--- src/rtl/sram_arbiter_2p.sv ---
// rtl/sram_arbiter_2p.sv - two-requester arbiter and sequencer for an 8x32 single-port D-FF SRAM
module sram_arbiter_2p #(
    parameter int ADDR_W     = 3,
    parameter int DATA_W     = 32,
    parameter int FIXED_PRIO = 0
) (
    input  logic              clk,
    input  logic              resetn,

    input  logic              req0_valid,
    output logic              req0_ready,
    input  logic              req0_we,
    input  logic [ADDR_W-1:0] req0_addr,
    input  logic [DATA_W-1:0] req0_wdata,
    output logic              rsp0_valid,
    input  logic              rsp0_ready,
    output logic [DATA_W-1:0] rsp0_rdata,

    input  logic              req1_valid,
    output logic              req1_ready,
    input  logic              req1_we,
    input  logic [ADDR_W-1:0] req1_addr,
    input  logic [DATA_W-1:0] req1_wdata,
    output logic              rsp1_valid,
    input  logic              rsp1_ready,
    output logic [DATA_W-1:0] rsp1_rdata,

    output logic [ADDR_W-1:0] sram_add,
    output logic              sram_we,
    output logic [DATA_W-1:0] sram_wd,
    input  logic [DATA_W-1:0] sram_rd
);

    logic              inflight0_q, inflight0_d;
    logic              inflight1_q, inflight1_d;
    logic              rsp0_valid_q, rsp0_valid_d;
    logic              rsp1_valid_q, rsp1_valid_d;
    logic [DATA_W-1:0] rsp0_rdata_q, rsp0_rdata_d;
    logic [DATA_W-1:0] rsp1_rdata_q, rsp1_rdata_d;
    logic              ptr_q, ptr_d;

    logic elig0, elig1;
    logic pick0;
    logic gnt0, gnt1;

    // A requester may have only one read outstanding, counting an unconsumed response.
    always_comb begin
        elig0 = req0_valid & (req0_we | (~inflight0_q & ~rsp0_valid_q));
        elig1 = req1_valid & (req1_we | (~inflight1_q & ~rsp1_valid_q));
        pick0 = (FIXED_PRIO != 0) ? 1'b1 : ~ptr_q;
        gnt0  = resetn & elig0 & (~elig1 | pick0);
        gnt1  = resetn & elig1 & (~elig0 | ~pick0);
    end

    assign req0_ready = gnt0;
    assign req1_ready = gnt1;

    always_comb begin
        sram_add = '0;
        sram_we  = 1'b0;
        sram_wd  = '0;
        if (gnt0) begin
            sram_add = req0_addr;
            sram_we  = req0_we;
            sram_wd  = req0_wdata;
        end else if (gnt1) begin
            sram_add = req1_addr;
            sram_we  = req1_we;
            sram_wd  = req1_wdata;
        end
    end

    always_comb begin
        ptr_d = ptr_q;
        if (FIXED_PRIO == 0) begin
            if (gnt0) begin
                ptr_d = 1'b1;
            end else if (gnt1) begin
                ptr_d = 1'b0;
            end
        end
    end

    // An in-flight read lasts exactly one cycle: the SRAM data is captured the cycle after grant.
    always_comb begin
        inflight0_d  = gnt0 & ~req0_we;
        inflight1_d  = gnt1 & ~req1_we;
        rsp0_valid_d = inflight0_q | (rsp0_valid_q & ~rsp0_ready);
        rsp1_valid_d = inflight1_q | (rsp1_valid_q & ~rsp1_ready);
        rsp0_rdata_d = inflight0_q ? sram_rd : rsp0_rdata_q;
        rsp1_rdata_d = inflight1_q ? sram_rd : rsp1_rdata_q;
    end

    always_ff @(posedge clk or negedge resetn) begin
        if (!resetn) begin
            inflight0_q  <= 1'b0;
            inflight1_q  <= 1'b0;
            rsp0_valid_q <= 1'b0;
            rsp1_valid_q <= 1'b0;
            rsp0_rdata_q <= '0;
            rsp1_rdata_q <= '0;
            ptr_q        <= 1'b0;
        end else begin
            inflight0_q  <= inflight0_d;
            inflight1_q  <= inflight1_d;
            rsp0_valid_q <= rsp0_valid_d;
            rsp1_valid_q <= rsp1_valid_d;
            rsp0_rdata_q <= rsp0_rdata_d;
            rsp1_rdata_q <= rsp1_rdata_d;
            ptr_q        <= ptr_d;
        end
    end

    assign rsp0_valid = rsp0_valid_q;
    assign rsp1_valid = rsp1_valid_q;
    assign rsp0_rdata = rsp0_rdata_q;
    assign rsp1_rdata = rsp1_rdata_q;

endmodule

--- config.mk ---
export PLATFORM = sky130hd
export DESIGN_NAME = sram_arbiter_2p
export DESIGN_NICKNAME = d
export VERILOG_FILES = /design/src/rtl/sram_arbiter_2p.sv
export SDC_FILE = /design/constraint.sdc
export NUM_CORES = 1
export LEC_CHECK = 0
export CAP_MARGIN = 10
export CORE_MARGIN = 10
export CORE_UTILIZATION = 38
export CTS_CLUSTER_SIZE = 12
export DETAILED_ROUTE_END_ITERATION = 16
export PLACE_DENSITY = 0.87
export SYNTH_ARGS = -nofsm -noshare
export SYNTH_HDL_FRONTEND = slang
export SYNTH_SLANG_ARGS = --single-unit
--- constraint.sdc ---
create_clock -name clk -period 4.24 [get_ports clk]
set_clock_uncertainty 0.05 [all_clocks]
set_input_delay 0.848 -clock clk [delete_from_list [all_inputs] [get_ports clk]]
set_output_delay 0.848 -clock clk [all_outputs]
set_load 0.02 [all_outputs]
==> out/summary.txt <==
routed len/inst - 21.4 um
P per Cell Area - 502 mW/mm^2
Synth area leaders - dfrtp_1 (58%), mux2_2 (24%), a22o_1 (10%)
routed wl met3 - 1140 um
hold buffers post-CTS - 0
nets@finish - 525
area leader, netlist - dfrtp_1
Site Rows - 32
hold_ws - 0.368 ns
critical path endpoint category - output pin
Clock Tree Buf Depth - 2
chip width - 109 um
CTS H-Tree Depth - 3
WP data required - 3.34 ns
Synth Flop Type - dfrtp_1
worst-path maximum fanout - 37
Post-synth ARST share - 100%
Max-cap violations - 0
largest net degree at the start of global routing - 59
final hold violations - 0
gpl congestion - 0.968
Final Critical Period - 3.87 ns
Slew @ Worst Pin - 0.711 ns
Max Transition Viols Final - 0
Mapped Cells - 201
Avg Inst Size Synth - 14.9 sq um
commonest non-fill, non-tap cell in the layout - clkdlybuf4s50_1
WL met1 - 4230 um
Resized cells post-CTS - 0
met2 WL - 5680 um
fmax - 258 MHz
Worst EP arrival - 2.98 ns
Iter 0 DRT Violations - 128
Lkg Pwr - 2.23 nW
GRT Overall Usage - 18.0%
Die ar. - 0.0118 sq mm
Top Ports - 214
n_diodes - 0
CP Class - input port to output pin
Residual DRC - 0
Root Driver - clkbuf_8
Synth top area share - 57.7%
post-DP HPWL - 9020 um
CTS buffer count - 9
clock transition at the registers of the reported paths - 0.07 ns
CTS tree - built
first-pass GRT wire length - 16200 um
clk sinks - 69
synthesized flop and latch total - 69
RSZ-0062 raised after global routing - false
core area - 0.00769 sq mm
Starting Density - 38.9%
Final setup violation count - 0
Hold WC Path Type - input port to asynchronous set/reset pin
chip height - 109 um
fin crit share - 91.4%
grt ovf - 0
Rel. slew slack - 52.6%
vias in the first global route - 2750
Worst-Skew Late Latency - 0.33 ns
most frequent cells in the layout - clkdlybuf4s50_1 (212), dfrtp_1 (69), mux2_2 (64), a22o_1 (35), clkbuf_8 (11)
setup repair bufs after CTS - 0
initial antenna violation count - 0
syn_nets - 311
DRT Pass-1 Iters - 4
status - complete, no violations
PortBufs - 213
setup TNS - 0 ns
vias after detailed routing - 2643
EDFF count, synth - 0
final wirelength - 11200 um
Syn. warnings - 0
Detail Route Antenna Nets - 0
area grow syn2layout - 82.0%
Worst VDD drop - 0.356 mV
layout cells sized above 1 - 21.0%
startpoint types - input port
register area share after synthesis - 57.7%
Mapped Area - 0.00299 sq mm
vias per inst - 5.06
highest metal used - met4
synth unique cells - 23
==> final cells by class <==
class / count / area (sq um)
tap: 102 / 128
sequential: 69 / 1730
inverter: 2 / 7.51
multi-input combinational: 115 / 1160
timing repair buffer: 218 / 2190
clock inverter: 5 / 81.3
fill: 578 / 2240
clock buffer: 11 / 151
==> critical path: stages <==
cell             delay, ns
clkdlybuf4s50_1       0.44
o21bai_1              0.24
a311oi_4              0.37
buf_12                0.23
a22o_1                0.20
clkdlybuf4s50_1       0.63
==> where the power goes <==
part / internal [mW] / switching [mW] / leakage (nW)
Sequential: 0.851 / 0.100 / 0.824
Combinational: 0.640 / 0.534 / 1.29
Clock: 0.364 / 0.244 / 0.116
Total: 1.86 / 0.878 / 2.23
==> state kept, by name, summed over array words and instances (netlist names) <==
register / flops
rsp1_valid: 1
ptr_q: 1
inflight1_q: 1
rsp0_valid: 1
inflight0_q: 1
rsp0_rdata: 32
rsp1_rdata: 32
==> metal layers <==
metal | GRT usage [%] | vias to the layer above
met3 | 8.32 | 10
li1 | - | 1190
met2 | 30.1 | 130
met4 | 4.43 | 0
met1 | 20.4 | 1313
met5 | 0 | -
==> path summary, 6_finish.rpt <==
check	startpoint	depth (start not counted)	slack [ns]	end
max	req1_we	6	0.37	sram_wd[5]
min	resetn	1	0.37	inflight0_q$_DFF_PN0_
max in group asynchronous	resetn	2	2.74	rsp1_rdata[16]$_DFFE_PN0P_
min in group clk	rsp0_rdata[1]$_DFFE_PN0P_	1	0.46	rsp0_rdata[1]$_DFFE_PN0P_
min reg2reg	rsp0_rdata[1]$_DFFE_PN0P_	1	0.46	rsp0_rdata[1]$_DFFE_PN0P_
max reg2reg	rsp1_valid$_DFF_PN0_	4	2.77	inflight1_q$_DFF_PN0_
==> Yosys cell counts, types with 2 or more instances <==
master	number
dfrtp_1	69
mux2_2	64
a22o_1	35
a21o_1	2
inv_1	2
buf_6	4
buf_2	4
clkbuf_1	6
==> metrics by stage <==
stage | instances | total power, mW | utilization (%) | setup WS, ns | cell area [sq um]
6_report | 522 | 2.73 | 70.9 | 0.365 | 5450
5_1_grt | 522 | 2.87 | 70.9 | 0.298 | 5450
4_1_cts | 522 | 2.77 | 70.9 | 0.371 | 5450
3_5_place_dp | 506 | 2.15 | 67.9 | 0.372 | 5220
3_3_place_gp | 506 | 2.12 | 67.9 | 0.401 | 5220
2_1_floorplan | 201 | 1.49 | - | 1.32 | 2990
==> kinds of logic after synthesis <==
family                 count (synthesis)  share of synthesized area, %
AND/OR/NAND/NOR                        7                          1.30
buffers and inverters                 17                          3.43
flip-flops                            69                          57.7
AO/OA/AOI/OAI                         44                          13.5
multiplexers                          64                          24.1
Power figures use the tool's default switching activity.
